$ cat config.mk
export PLATFORM = sky130hd
export DESIGN_NAME = branch_resolve_unit_flat
export DESIGN_NICKNAME = d
export VERILOG_FILES = /design/src/rtl/branch_resolve_unit_pkg.sv /design/src/rtl/branch_resolve_unit_if.sv /design/src/rtl/branch_cond_eval.sv /design/src/rtl/branch_resolve_unit.sv /design/src/flat_wrapper.sv
export SDC_FILE = /design/constraint.sdc
export NUM_CORES = 1
export LEC_CHECK = 0
export BUFFER_PORTS_ARGS = -buffer_cell sky130_fd_sc_hd__buf_2
export CAP_MARGIN = 20
export CELL_PAD_IN_SITES_DETAIL_PLACEMENT = 2
export CELL_PAD_IN_SITES_GLOBAL_PLACEMENT = 2
export CORE_AREA = 2 2 119 121
export CTS_CLUSTER_DIAMETER = 50
export DETAILED_ROUTE_END_ITERATION = 16
export DIE_AREA = 0 0 121 123
export MAX_ROUTING_LAYER = met4
export PLACE_DENSITY_LB_ADDON = 0.1
export SYNTH_ARGS = -nofsm -noshare
export SYNTH_HDL_FRONTEND = slang
export SYNTH_SLANG_ARGS = --single-unit
$ cat constraint.sdc
create_clock -name clk -period 10.32 [get_ports clk]
set_input_delay 2.064 -clock clk [delete_from_list [all_inputs] [get_ports clk]]
set_output_delay 2.064 -clock clk [all_outputs]
set_load 0.02 [all_outputs]
$ cat src/rtl/branch_resolve_unit_pkg.sv
// Shared core definitions for branch resolution: function codes, the 2-bit
// predictor counter type and its saturating update.
package branch_resolve_unit_pkg;

    localparam int BR_FUNC_W = 4;

    typedef enum logic [BR_FUNC_W-1:0] {
        BR_BEQ  = 4'b0000,
        BR_BNE  = 4'b0001,
        BR_BLT  = 4'b0100,
        BR_BGE  = 4'b0101,
        BR_BLTU = 4'b0110,
        BR_BGEU = 4'b0111
    } br_func_e;

    typedef logic [1:0] bht_ctr_t;

    localparam bht_ctr_t BHT_CTR_SNT   = 2'b00;
    localparam bht_ctr_t BHT_CTR_WNT   = 2'b01;
    localparam bht_ctr_t BHT_CTR_WT    = 2'b10;
    localparam bht_ctr_t BHT_CTR_ST    = 2'b11;
    localparam bht_ctr_t BHT_CTR_RESET = BHT_CTR_WNT;

    function automatic bht_ctr_t bht_ctr_next(input bht_ctr_t ctr, input logic taken);
        bht_ctr_t nxt;
        nxt = ctr;
        if (taken) begin
            if (ctr != BHT_CTR_ST) nxt = ctr + 2'd1;
        end else begin
            if (ctr != BHT_CTR_SNT) nxt = ctr - 2'd1;
        end
        return nxt;
    endfunction

endpackage

$ cat src/rtl/branch_resolve_unit_if.sv
// Fetch-lookup, EX-issue and resolved-result signals of the branch resolve unit.
interface branch_resolve_unit_if #(
    parameter int WIDTH    = 32,
    parameter int PC_WIDTH = 32
);
    logic [PC_WIDTH-1:0] if_pc;
    logic                if_pred_taken;
    logic                ex_valid;
    logic                ex_stall;
    logic                ex_flush;
    logic [3:0]          ex_func;
    logic [WIDTH-1:0]    ex_in1;
    logic [WIDTH-1:0]    ex_in2;
    logic [PC_WIDTH-1:0] ex_pc;
    logic                ex_pred;
    logic                res_valid;
    logic                res_taken;
    logic                res_mispredict;
    logic [PC_WIDTH-1:0] res_pc;

    modport master (
        output if_pc, ex_valid, ex_stall, ex_flush, ex_func, ex_in1, ex_in2, ex_pc, ex_pred,
        input  if_pred_taken, res_valid, res_taken, res_mispredict, res_pc
    );

    modport slave (
        input  if_pc, ex_valid, ex_stall, ex_flush, ex_func, ex_in1, ex_in2, ex_pc, ex_pred,
        output if_pred_taken, res_valid, res_taken, res_mispredict, res_pc
    );
endinterface

$ cat src/rtl/branch_cond_eval.sv
// Combinational evaluation of the six RV32 conditional-branch conditions.
module branch_cond_eval
    import branch_resolve_unit_pkg::*;
#(
    parameter int WIDTH = 32
) (
    input  logic [BR_FUNC_W-1:0] func,
    input  logic [WIDTH-1:0]     in1,
    input  logic [WIDTH-1:0]     in2,
    output logic                 taken,
    output logic                 legal
);

    logic eq;
    logic lt_s;
    logic lt_u;

    assign eq   = (in1 == in2);
    assign lt_s = ($signed(in1) < $signed(in2));
    assign lt_u = (in1 < in2);

    always_comb begin
        taken = 1'b0;
        legal = 1'b1;
        case (func)
            BR_BEQ:  taken = eq;
            BR_BNE:  taken = ~eq;
            BR_BLT:  taken = lt_s;
            BR_BGE:  taken = ~lt_s;
            BR_BLTU: taken = lt_u;
            BR_BGEU: taken = ~lt_u;
            default: legal = 1'b0;
        endcase
    end

endmodule

$ cat src/rtl/branch_resolve_unit.sv
// EX-stage branch resolution: registers outcome/mispredict and trains a
// direct-mapped table of 2-bit saturating counters read by fetch.
module branch_resolve_unit
    import branch_resolve_unit_pkg::*;
#(
    parameter int WIDTH     = 32,
    parameter int PC_WIDTH  = 32,
    parameter int BHT_DEPTH = 16
) (
    input  logic           clk,
    input  logic           reset,
    branch_resolve_unit_if.slave bus
);

    localparam int IDX = $clog2(BHT_DEPTH);

    logic [IDX-1:0] ex_idx;
    logic [IDX-1:0] if_idx;
    logic           cond_taken;
    logic           cond_legal;
    logic           accept;

    bht_ctr_t bht_q [BHT_DEPTH];
    bht_ctr_t bht_d [BHT_DEPTH];

    logic                res_valid_q,      res_valid_d;
    logic                res_taken_q,      res_taken_d;
    logic                res_mispredict_q, res_mispredict_d;
    logic [PC_WIDTH-1:0] res_pc_q,         res_pc_d;

    logic unused_if_pc_bits;

    branch_cond_eval #(.WIDTH(WIDTH)) u_cond_eval (
        .func  (bus.ex_func),
        .in1   (bus.ex_in1),
        .in2   (bus.ex_in2),
        .taken (cond_taken),
        .legal (cond_legal)
    );

    assign ex_idx = bus.ex_pc[IDX+1:2];
    assign if_idx = bus.if_pc[IDX+1:2];
    assign accept = bus.ex_valid & ~bus.ex_flush & ~bus.ex_stall & cond_legal;

    // Lookup reads the registered table, so a same-cycle update is not bypassed.
    assign bus.if_pred_taken = bht_q[if_idx][1];

    assign unused_if_pc_bits = ^{bus.if_pc[PC_WIDTH-1:IDX+2], bus.if_pc[1:0]};

    always_comb begin
        bht_d            = bht_q;
        res_valid_d      = 1'b0;
        res_taken_d      = 1'b0;
        res_mispredict_d = 1'b0;
        res_pc_d         = '0;
        if (bus.ex_flush) begin
            // squashed: result cleared, table untouched
        end else if (bus.ex_stall) begin
            res_valid_d      = res_valid_q;
            res_taken_d      = res_taken_q;
            res_mispredict_d = res_mispredict_q;
            res_pc_d         = res_pc_q;
        end else if (accept) begin
            res_valid_d      = 1'b1;
            res_taken_d      = cond_taken;
            res_mispredict_d = cond_taken ^ bus.ex_pred;
            res_pc_d         = bus.ex_pc;
            bht_d[ex_idx]    = bht_ctr_next(bht_q[ex_idx], cond_taken);
        end
    end

    always_ff @(posedge clk) begin
        if (reset) begin
            for (int unsigned i = 0; i < BHT_DEPTH; i++) begin
                bht_q[i] <= BHT_CTR_RESET;
            end
            res_valid_q      <= 1'b0;
            res_taken_q      <= 1'b0;
            res_mispredict_q <= 1'b0;
            res_pc_q         <= '0;
        end else begin
            bht_q            <= bht_d;
            res_valid_q      <= res_valid_d;
            res_taken_q      <= res_taken_d;
            res_mispredict_q <= res_mispredict_d;
            res_pc_q         <= res_pc_d;
        end
    end

    assign bus.res_valid      = res_valid_q;
    assign bus.res_taken      = res_taken_q;
    assign bus.res_mispredict = res_mispredict_q;
    assign bus.res_pc         = res_pc_q;

endmodule

$ cat src/flat_wrapper.sv
// flat-port wrapper written by rule: the top's interface ports become plain ports
module branch_resolve_unit_flat import branch_resolve_unit_pkg::*;
#(
    parameter int WIDTH     = 32,
    parameter int PC_WIDTH  = 32,
    parameter int BHT_DEPTH = 16
)
  (clk, reset, bus_if_pc, bus_ex_valid, bus_ex_stall, bus_ex_flush, bus_ex_func, bus_ex_in1, bus_ex_in2, bus_ex_pc, bus_ex_pred, bus_if_pred_taken, bus_res_valid, bus_res_taken, bus_res_mispredict, bus_res_pc);
  branch_resolve_unit_if #(.WIDTH(WIDTH), .PC_WIDTH(PC_WIDTH)) bus_i ();
  input  logic clk;
  input  logic reset;
  input wire logic [$bits(bus_i.if_pc)-1:0] bus_if_pc;
  input wire logic [$bits(bus_i.ex_valid)-1:0] bus_ex_valid;
  input wire logic [$bits(bus_i.ex_stall)-1:0] bus_ex_stall;
  input wire logic [$bits(bus_i.ex_flush)-1:0] bus_ex_flush;
  input wire logic [$bits(bus_i.ex_func)-1:0] bus_ex_func;
  input wire logic [$bits(bus_i.ex_in1)-1:0] bus_ex_in1;
  input wire logic [$bits(bus_i.ex_in2)-1:0] bus_ex_in2;
  input wire logic [$bits(bus_i.ex_pc)-1:0] bus_ex_pc;
  input wire logic [$bits(bus_i.ex_pred)-1:0] bus_ex_pred;
  output wire logic [$bits(bus_i.if_pred_taken)-1:0] bus_if_pred_taken;
  output wire logic [$bits(bus_i.res_valid)-1:0] bus_res_valid;
  output wire logic [$bits(bus_i.res_taken)-1:0] bus_res_taken;
  output wire logic [$bits(bus_i.res_mispredict)-1:0] bus_res_mispredict;
  output wire logic [$bits(bus_i.res_pc)-1:0] bus_res_pc;
  assign bus_i.if_pc = bus_if_pc;
  assign bus_i.ex_valid = bus_ex_valid;
  assign bus_i.ex_stall = bus_ex_stall;
  assign bus_i.ex_flush = bus_ex_flush;
  assign bus_i.ex_func = bus_ex_func;
  assign bus_i.ex_in1 = bus_ex_in1;
  assign bus_i.ex_in2 = bus_ex_in2;
  assign bus_i.ex_pc = bus_ex_pc;
  assign bus_i.ex_pred = bus_ex_pred;
  assign bus_if_pred_taken = bus_i.if_pred_taken;
  assign bus_res_valid = bus_i.res_valid;
  assign bus_res_taken = bus_i.res_taken;
  assign bus_res_mispredict = bus_i.res_mispredict;
  assign bus_res_pc = bus_i.res_pc;
  branch_resolve_unit #(.WIDTH(WIDTH), .PC_WIDTH(PC_WIDTH), .BHT_DEPTH(BHT_DEPTH)) u_core (.clk(clk), .reset(reset), .bus(bus_i));
endmodule
==> results of run 1 <==
## cell usage after synthesis (all sizes together), types with 2 or more instances
master  instances
dfxtp          67
nor2           52
inv            35
a22oi          32
ha             32
nand2          30
a21oi          29
clkbuf         19
nor3           15
mux4           14
nand3          12
o211ai         10
o22ai           8
nand4           7
buf             6
o21ai           5
mux2i           4
nand2b          4
o31ai           4
o41ai           4
or2             4
or3             2
or4             2
xor2            2
## layout by cell type, fill, tap and decap left out, types with 2 or more instances in the layout
cell type and n:
clkbuf_8 2, nand2b_1 4, o21ai_0 5, o31ai_2 2
or3_1 2, o211ai_1 10, or2_2 4, nand4_1 7
xor2_1 2, nand3_1 12, buf_2 145, a21oi_1 28
dfxtp_1 67, mux2i_1 4, nor2_1 52, a22oi_1 32
o31ai_1 2, o41ai_2 3, clkbuf_16 9, clkinv_2 3
o22ai_1 8, mux4_2 14, inv_1 34, ha_1 32
nand2_1 30, nor3_1 15
## worst max-delay path, delay by kind of cell
family | cells | cell delay, ns
muxes | 2 | 1.02
buffers and inverters | 2 | 0.35
## report_power, final
part	switching [mW]	internal (mW)	leakage [nW]
Combinational	0.0484	0.0358	1.49
Clock	0.107	0.171	0.137
Sequential	0.000530	0.260	0.540
## flip-flops by register name, indices dropped and copies added, names as in the netlist
signal and cells:
u_core.bus.res_pc 32, u_core.bht_q 32, u_core.bus.res_valid 1, u_core.bus.res_taken 1, u_core.bus.res_mispredict 1
## final cells by class
cell class | instances | share of cell area, %
Multi-Input combinational cell | 291 | 44.3
Timing Repair Buffer | 146 | 15.1
Sequential cell | 67 | 27.7
Clock buffer | 11 | 5.21
Tap cell | 180 | 4.65
Inverter | 35 | 2.71
Clock inverter | 3 | 0.310
## through the flow
stage / setup WS [ns] / instance area (µm²)
3_3_place_gp: 4.82 / 4580
6_report: 4.82 / 4850
4_1_cts: 4.82 / 4850
5_1_grt: 4.79 / 4850
2_1_floorplan: 5.19 / 3710
3_5_place_dp: 4.82 / 4580
## layer usage
metal	part of all wire [%]	vias up
li1	-	1778
met1	45	1812
met2	50	76
met3	3.8	13
met4	1.0	0
met5	0	-
## worst max path at each step
stage            startpoint                 to  slack, ns  cells after the start
5_1_grt        bus_if_pc[2]  bus_if_pred_taken       4.79                      4
4_1_cts        bus_if_pc[2]  bus_if_pred_taken       4.82                      4
3_3_place_gp   bus_if_pc[2]  bus_if_pred_taken       4.82                      4
2_1_floorplan  bus_if_pc[2]  bus_if_pred_taken       5.19                      2
3_5_place_dp   bus_if_pc[2]  bus_if_pred_taken       4.82                      4
6_report       bus_if_pc[2]  bus_if_pred_taken       4.82                      4
## cell families after synthesis
| logic type | synth area share [%] |
|---|---|
| compound gates | 19.3 |
| buf+inv | 6.30 |
| simple gates | 16.6 |
| mux | 9.88 |
| flops | 36.1 |
| xor+xnor | 0.708 |
| fa+ha+maj | 11.1 |
==> summary.txt, run 1 <==
CTS tree: built
GRT Max-Usage Layer: met2
Largest cells by area after synthesis: dfxtp_1, ha_1, mux4_2, a22oi_1, nor2_1
Placed Instances: 719
Slowest cell on the critical path: mux4_2
Period utilization: 53.3%
Largest fanout on the critical path: 4
Drt total wl: 12,200 µm
CTS buffer count: 9
Cells after Synth: 418
Setup TNS: 0 ns
Final hold violation count: 0
Area of the multi-input gates: 2150 µm²
Min Hold Slack: 0.474 ns
Worst Skew: 0.00576 ns
CP required: 8.26 ns
Root buf cell: clkbuf_16
Final cell count without fillers: 733
Clk sink count: 67
Detailed placement HPWL: 9250 µm
Worst hold-check path type: reg -> reg
Final count of pins violating max slew: 0
Worst R2R Start: u_core.bht_q[16]
Vias: 3,679
Max-cap check violation count: 0
Area Overhead vs Synth: 30.6%
Pwr dens: 129 nW/µm²
Diode count: 0
Layout cells sized above 1: 34.0%
Filler instances: 1,563
Die ar.: 14,900 µm²
Die width: 121 µm
Hold Path End: u_core.bus.res_pc[5]
Final worst path period need: 5.50 ns
First DRT Iteration DRCs: 132
DR DRC count: 0
Post_cts resized: 0
Antenna-violating nets left: 0
Status: complete, no violations
Post-synth top area cell: dfxtp_1
Top FF cell, synth: dfxtp_1
Async set or reset register ratio after synthesis: 0%
Pwr Total: 623 µW
Nets@finish: 720
Drt first pass iters: 5
Area of the core: 13,600 µm²
Reg2reg end: u_core.bht_q[21]
Startpoint types: primary input
Largest net degree at the start of global routing: 40
Clock Path Buffers: 2
Final GP Congestion: 0.736
R2R cell count: 5
Slew headroom: 28.1%
H-tree levels: 3
Post-CTS Setup Inserts: 0
Hold path depth: 2
Finished Core Util: 35.6%
Mapped cell area: 3710 µm²
GR met1 Demand/Resource: 20.9%
Critical path class: in -> out
R2R Setup Slk: 8.07 ns
Vias in the first global route: 3,970
First-pass GRT wire length: 19,900 µm
Initial Util: 27.3%
Initial antenna violation count: 0
Register area: 1340 µm²
Sequential share of the synthesized area: 36.1%
Max incr delay on CP: 0.53 ns
EDFF count, synth: 0
Final setup fails: 0
CP Capture Type: output pin
RSZ-0062 raised after global routing: false
Worst Max-Slew Pin Slew: 1.08 ns
Seq cells post-synth: 67
Yosys Warn Count: 0
Cts hold-fix bufs: 0
Hold_sp: u_core.bus.res_pc[5]
GRT Resource Usage Total: 17.4%
Synth Net Count: 588
Yosys top cell area share: 36.1%
Mean area per synthesized cell: 8.88 µm²
Distinct cells, synth: 49
Grt total ovfl: 0
Critical path cell sequence: buf_2 > mux4_2 > mux4_2 > buf_2
GR Util met3: 4.11%
Arrival time of the worst setup path: 3.44 ns
Vias/cell: 5.02
# rows: 43
Max Freq: 182 MHz
Wire length per cell: 16.6 µm
I/O Pins: 174
Die extent in y: 123 µm
Worst-path clk slew: 0.05 ns
Maximum vdd drop: 66.5 µV
Pleak: 2.17 nW
GR Layer Usage met2: 29.7%
Clock network latency to the later pin of the worst-skew pair: 0.33 ns
IO Port Bufs: 145
Note: power is estimated with default switching activity, not from simulation.
==> run 2, diff against run 1 <==
--- a/config.mk
+++ b/config.mk
@@ -9,10 +9,10 @@
 export CAP_MARGIN = 20
 export CELL_PAD_IN_SITES_DETAIL_PLACEMENT = 2
 export CELL_PAD_IN_SITES_GLOBAL_PLACEMENT = 2
-export CORE_AREA = 2 2 119 121
+export CORE_AREA = 2 2 123 125
 export CTS_CLUSTER_DIAMETER = 50
 export DETAILED_ROUTE_END_ITERATION = 16
-export DIE_AREA = 0 0 121 123
+export DIE_AREA = 0 0 125 127
 export MAX_ROUTING_LAYER = met4
 export PLACE_DENSITY_LB_ADDON = 0.1
 export SYNTH_ARGS = -nofsm -noshare
==> constraint.sdc (replaced) <==
create_clock -name clk -period 5.5 [get_ports clk]
set_input_delay 1.1 -clock clk [delete_from_list [all_inputs] [get_ports clk]]
set_output_delay 1.1 -clock clk [all_outputs]
set_load 0.02 [all_outputs]
==> run 2 against run 1 <==
  * Count of clock-buffer cells in the layout up 1
  * Sequential cell count unchanged
  * Combinational power up 89%
  * Global-route usage down 0.91 points
  * Non-clock buffer count up 1
  * Clock skew down 0.00084 ns
  * Final area up 2.5%
  * Worst setup slack worse by 3.3 ns
  * Highest routed layer unchanged
==> summary.txt, run 2 (synthesis gave the netlist of run 1 again) <==
Final count of pins violating max slew: 0
Maximum vdd drop: 128 µV
Detailed placement HPWL: 9480 µm
# rows: 44
Max-cap check violation count: 0
Clock network latency to the later pin of the worst-skew pair: 0.33 ns
Setup TNS: 0 ns
Die extent in y: 127 µm
Final hold violation count: 0
Worst Skew: 0.00492 ns
Cts hold-fix bufs: 0
Layout cells sized above 1: 34.2%
Clk sink count: 67
Initial antenna violation count: 0
Largest net degree at the start of global routing: 40
CTS tree: built
First DRT Iteration DRCs: 103
Die width: 125 µm
Vias/cell: 4.97
Status: complete, no violations
Final GP Congestion: 0.713
Max Freq: 254 MHz
Area of the core: 14,400 µm²
CTS buffer count: 9
Most frequent cells in the layout: buf_2, dfxtp_1, nor2_1
CP Capture Type: flop
Max incr delay on CP: 0.50 ns
Commonest non-fill, non-tap cell in the layout: buf_2
Final setup fails: 0
Wire length per cell: 16.9 µm
Slowest cell on the critical path: nor4_1
Area Overhead vs Synth: 33.8%
Drt first pass iters: 4
Initial Util: 25.7%
H-tree levels: 3
Largest fanout on the critical path: 16
Root buf cell: clkbuf_16
Pwr Total: 1.37 mW
Vias in the first global route: 4,064
I/O Pins: 174
GRT Resource Usage Total: 16.5%
RSZ-0062 raised after global routing: false
Worst Max-Slew Pin Slew: 0.689 ns
Post_cts resized: 0
Vias: 3,679
IO Port Bufs: 145
WP buf/inv: 2
Clock Path Buffers: 2
Drt total wl: 12,500 µm
DR DRC count: 0
Pleak: 2.22 nW
Period utilization: 71.5%
First-pass GRT wire length: 20,500 µm
Diode count: 0
Crit-path leading delay family: simple AND/OR/NAND/NOR gates
Critical path cell sequence: buf_2 > inv_1 > ha_1 > nand4_1 > nor4_1 > or3b_1 > xor2_1 > or4_4 > o21a_1 > maj3_2 > o41ai_2
CP required: 5.73 ns
Die ar.: 15,900 µm²
Startpoint types: primary input
Final worst path period need: 3.93 ns
Post-CTS Setup Inserts: 0
Nets@finish: 721
Worst hold-check path type: reg -> reg
Antenna-violating nets left: 0
Worst-path clk slew: 0.05 ns
Arrival time of the worst setup path: 4.16 ns
Pwr dens: 276 nW/µm²
Slew headroom: 54.1%
Critical path class: in -> reg
Grt total ovfl: 0
R2R Setup Slk: 3.29 ns
[run 2: changes by cell type in the layout (fill, tap and decap cells not counted), sizes merged]
cell    change
bufinv      +4
clkinv      -3
buf         +1
clkbuf      +1
[run 2: worst register-to-register path, cell delays in order, from the launching register on]
cell,delay (ns)
dfxtp_1,0.32
mux4_2,0.50
mux2_2,0.28
o21ai_0,0.28
maj3_2,0.54
o31ai_1,0.14
[run 2: per-layer routing]
metal | GRT usage [%] | wire (µm) | vias up
li1 | - | - | 1788
met3 | 3.39 | 447 | 10
met5 | - | 0 | -
met2 | 28.7 | 6290 | 81
met4 | 3.92 | 110 | 0
met1 | 19.8 | 5650 | 1800
[run 2: final cells by class]
cell class / instances / area [µm²]
fillers: 1664 / 9460
multi-input cells: 291 / 2150
flip-flops and latches: 67 / 1340
repair buffers: 147 / 741
clock buffers: 12 / 256
well taps: 184 / 230
inverters: 35 / 131
clock inverters: 4 / 120
[run 2: stage by stage]
step	std cells	setup WS, ns	instance area [µm²]	hold slack [ns]	utilization, %
6_report	740	1.57	4970	0.466	34.4
5_1_grt	740	1.27	4970	0.506	34.4
4_1_cts	740	1.51	4970	0.475	34.4
3_5_place_dp	724	1.15	4590	0.467	31.8
3_3_place_gp	724	1.26	4590	0.458	31.8
2_1_floorplan	418	1.67	3710	0.450	-
[run 2: power breakdown]
| group | internal (mW) | switching, mW |
|---|---|---|
| Sequential | 0.488 | 0.00102 |
| Combinational | 0.0675 | 0.0912 |
| Clock | 0.514 | 0.209 |
[run 2: worst paths after layout]
path / startpoint / endpoint / cells after the start
max reg2reg: u_core.bht_q[16] / u_core.bht_q[29] / 5
max: bus_ex_in2[31] / u_core.bht_q[17] / 11
min: u_core.bus.res_pc[5] / u_core.bus.res_pc[5] / 2
min reg2reg: u_core.bus.res_pc[5] / u_core.bus.res_pc[5] / 2
==> run 3, diff against run 2 <==
--- a/config.mk
+++ b/config.mk
@@ -5,14 +5,15 @@
 export SDC_FILE = /design/constraint.sdc
 export NUM_CORES = 1
 export LEC_CHECK = 0
+export ABC_AREA = 1
 export BUFFER_PORTS_ARGS = -buffer_cell sky130_fd_sc_hd__buf_2
 export CAP_MARGIN = 20
 export CELL_PAD_IN_SITES_DETAIL_PLACEMENT = 2
 export CELL_PAD_IN_SITES_GLOBAL_PLACEMENT = 2
-export CORE_AREA = 2 2 123 125
+export CORE_AREA = 2 2 134 136
 export CTS_CLUSTER_DIAMETER = 50
 export DETAILED_ROUTE_END_ITERATION = 16
-export DIE_AREA = 0 0 125 127
+export DIE_AREA = 0 0 136 138
 export MAX_ROUTING_LAYER = met4
 export PLACE_DENSITY_LB_ADDON = 0.1
 export SYNTH_ARGS = -nofsm -noshare
==> constraint.sdc (replaced) <==
create_clock -name clk -period 3.7 [get_ports clk]
set_input_delay 0.74 -clock clk [delete_from_list [all_inputs] [get_ports clk]]
set_output_delay 0.74 -clock clk [all_outputs]
set_load 0.02 [all_outputs]
==> run 3 against run 2 <==
  * Clock skew fell by 0.0012 ns
  * Hold slack got worse by 0.0035 ns
  * Combinational power rose by 84%
  * Routed wire length rose by 19%
  * Critical endpoint is now bus_if_pred_taken
  * Largest power group unchanged
==> summary.txt, run 3 <==
Setup TNS: 0 ns
DR DRC count: 0
Arrival time of the worst setup path: 1.93 ns
Vias/cell: 4.51
Worst hold-check path type: reg -> reg
Combinational Power Share: 14.7%
Cells after Synth: 634
WP buf/inv: 2
GRT Resource Usage Total: 16.6%
Die ar.: 18,800 µm²
CTS buffer count: 9
Simple-gate portion of the synthesized area: 31.6%
Wire length per cell: 14.8 µm
R2R cell count: 8
Die extent in y: 138 µm
Final GP Congestion: 0.790
Worst-path clk slew: 0.05 ns
Worst Max-Slew Pin Slew: 0.713 ns
XOR/XNOR Fraction of Synth Area: 0%
I/O Pins: 174
Grt total ovfl: 0
Maximum vdd drop: 199 µV
Layout cells sized above 1: 25.2%
Drt total wl: 14,900 µm
Post-synth top area cell: dfxtp_1
Synth Net Count: 804
Nets@finish: 942
Top FF cell, synth: dfxtp_1
Initial antenna violation count: 0
R2R Setup Slk: 1.78 ns
Most frequent cells in the layout: nand2_1, buf_2, inv_1
RSZ-0062 raised after global routing: false
EDFF count, synth: 0
Post_cts resized: 0
Final worst path period need: 2.67 ns
Hold path depth: 2
Largest net degree at the start of global routing: 36
Worst R2R Start: u_core.bht_q[19]
Final count of pins violating max slew: 0
Yosys Warn Count: 0
Sw power: 521 µW
Max incr delay on CP: 0.29 ns
Max-cap check violation count: 0
Clock network latency to the later pin of the worst-skew pair: 0.34 ns
Area of the core: 17,500 µm²
Slowest cell on the critical path: buf_2
Most frequent cell after synthesis: nand2_1
Hold_sp: u_core.bus.res_pc[4]
Antenna-violating nets left: 0
Mean area per synthesized cell: 6.48 µm²
Distinct cells, synth: 34
Clk pwr share: 48.7%
Root buf cell: clkbuf_16
Synth Area in Compound Gates: 14.4%
Vias in the first global route: 4,860
Commonest non-fill, non-tap cell in the layout: nand2_1
Async set or reset register ratio after synthesis: 0%
CP required: 2.96 ns
First-pass GRT wire length: 24,200 µm
CTS tree: built
Startpoint types: primary input
Final hold violation count: 0
Clk sink count: 67
Cts hold-fix bufs: 0
Mux contribution to synthesized area: 0%
Die width: 136 µm
Most frequent cells after synthesis: nand2_1, inv_1, nor2_1
Post-CTS Setup Inserts: 0
Hold Path End: u_core.bus.res_pc[4]
Initial Util: 23.4%
Critical path cell sequence: buf_2 > a21oi_1 > o21ai_0 > o21ai_0 > o221ai_1 > o21ai_0 > buf_2
H-tree levels: 3
Final setup fails: 0
Pleak: 2.68 nW
Seq cells post-synth: 67
Clock Path Buffers: 2
Largest family of logic cells by synthesized area: simple AND/OR/NAND/NOR gates
Flop pwr share: 36.6%
Largest fanout on the critical path: 16
First DRT Iteration DRCs: 97
IO Port Bufs: 145
Slew headroom: 52.5%
Pwr Total: 1.98 mW
CP most frequent cell: o21ai_0
Period utilization: 72.1%
Status: complete, no violations
Yosys top cell area share: 32.7%
Pwr dens: 369 nW/µm²
Max Freq: 375 MHz
Sequential share of the synthesized area: 32.7%
Area Overhead vs Synth: 31.0%
Largest cells by area after synthesis: dfxtp_1, nand2_1, ha_1, inv_1, a21oi_1
Worst Skew: 0.00376 ns
Crit-path leading delay family: compound AO/OA/AOI/OAI gates
CP Capture Type: output pin
Post-Synth Adder-Cell Area: 9.75%
Mapped cell area: 4110 µm²
Vias: 4,537
Drt first pass iters: 4
# rows: 49
Detailed placement HPWL: 11,500 µm
Internal power: 1.46 mW
Reg2reg end: u_core.bht_q[3]
Switch share: 26.2%
Critical path class: in -> out
==> run 3: changes by cell type in the layout (fill, tap and decap cells not counted), sizes merged, moves of 23 or more <==
cell and delta:
o21ai +23, a21oi +37, nor2 +31, inv +65, a22oi -32, nand2 +152
==> run 3: how the worst max path moves through the flow <==
stage | startpoint | to | cells after the start
after floorplan | bus_ex_in2[31] | u_core.bht_q[0] | 14
after global placement | bus_ex_in2[31] | u_core.bht_q[17] | 14
after detailed placement | bus_ex_in2[31] | u_core.bht_q[25] | 16
after CTS | bus_if_pc[2] | bus_if_pred_taken | 7
after global routing | bus_ex_in2[9] | u_core.bht_q[19] | 17
final | bus_if_pc[2] | bus_if_pred_taken | 7
==> run 3: power groups by stage <==
stage | logic [mW] | registers (mW) | clock network [mW]
floorplan | 0.170 | 0.745 | 0
global placement | 0.282 | 0.742 | 0
detailed placement | 0.300 | 0.742 | 0
CTS | 0.301 | 0.726 | 0.998
global route | 0.334 | 0.726 | 1.03
finish | 0.292 | 0.726 | 0.966
==> run 3: layout make-up <==
class,instances,area [µm²]
Fill cell,2184,12200
Multi-Input combinational cell,445,2290
Sequential cell,67,1340
Timing Repair Buffer,148,748
Inverter,101,379
Tap cell,229,287
Clock buffer,11,253
Clock inverter,5,85.1
Antenna cell,1,2.50
==> run 3: logic make-up after synthesis <==
kind of cell / count (synthesis)
compound gates: 107
fa+ha+maj: 32
buf+inv: 122
flops: 67
simple gates: 306
==> run 3: tightest hold or removal path: stages, from the launching register on <==
cell and delay (ns):
dfxtp_1 0.30, nand2_1 0.06, a21oi_1 0.05
==> run 3: through the flow <==
| step | cell area (µm²) | hold slack, ns | instances | utilization [%] | setup WS (ns) |
|---|---|---|---|---|---|
| global placement | 5040 | 0.442 | 990 | 28.8 | 0.798 |
| floorplan | 4110 | 0.440 | 634 | - | 1.16 |
| CTS | 5380 | 0.466 | 1006 | 30.7 | 1.02 |
| global route | 5380 | 0.487 | 1006 | 30.7 | 0.801 |
| detailed placement | 5040 | 0.456 | 990 | 28.8 | 0.693 |
| finish | 5380 | 0.462 | 1007 | 30.7 | 1.03 |
==> run 3: layer usage <==
| layer | vias up | track usage [%] | wire [µm] |
|---|---|---|---|
| met1 | 2154 | 19.1 | 6410 |
| met5 | - | - | 0 |
| met3 | 18 | 3.19 | 698 |
| met2 | 93 | 29.4 | 7600 |
| met4 | 0 | 3.84 | 204 |
| li1 | 2272 | - | - |
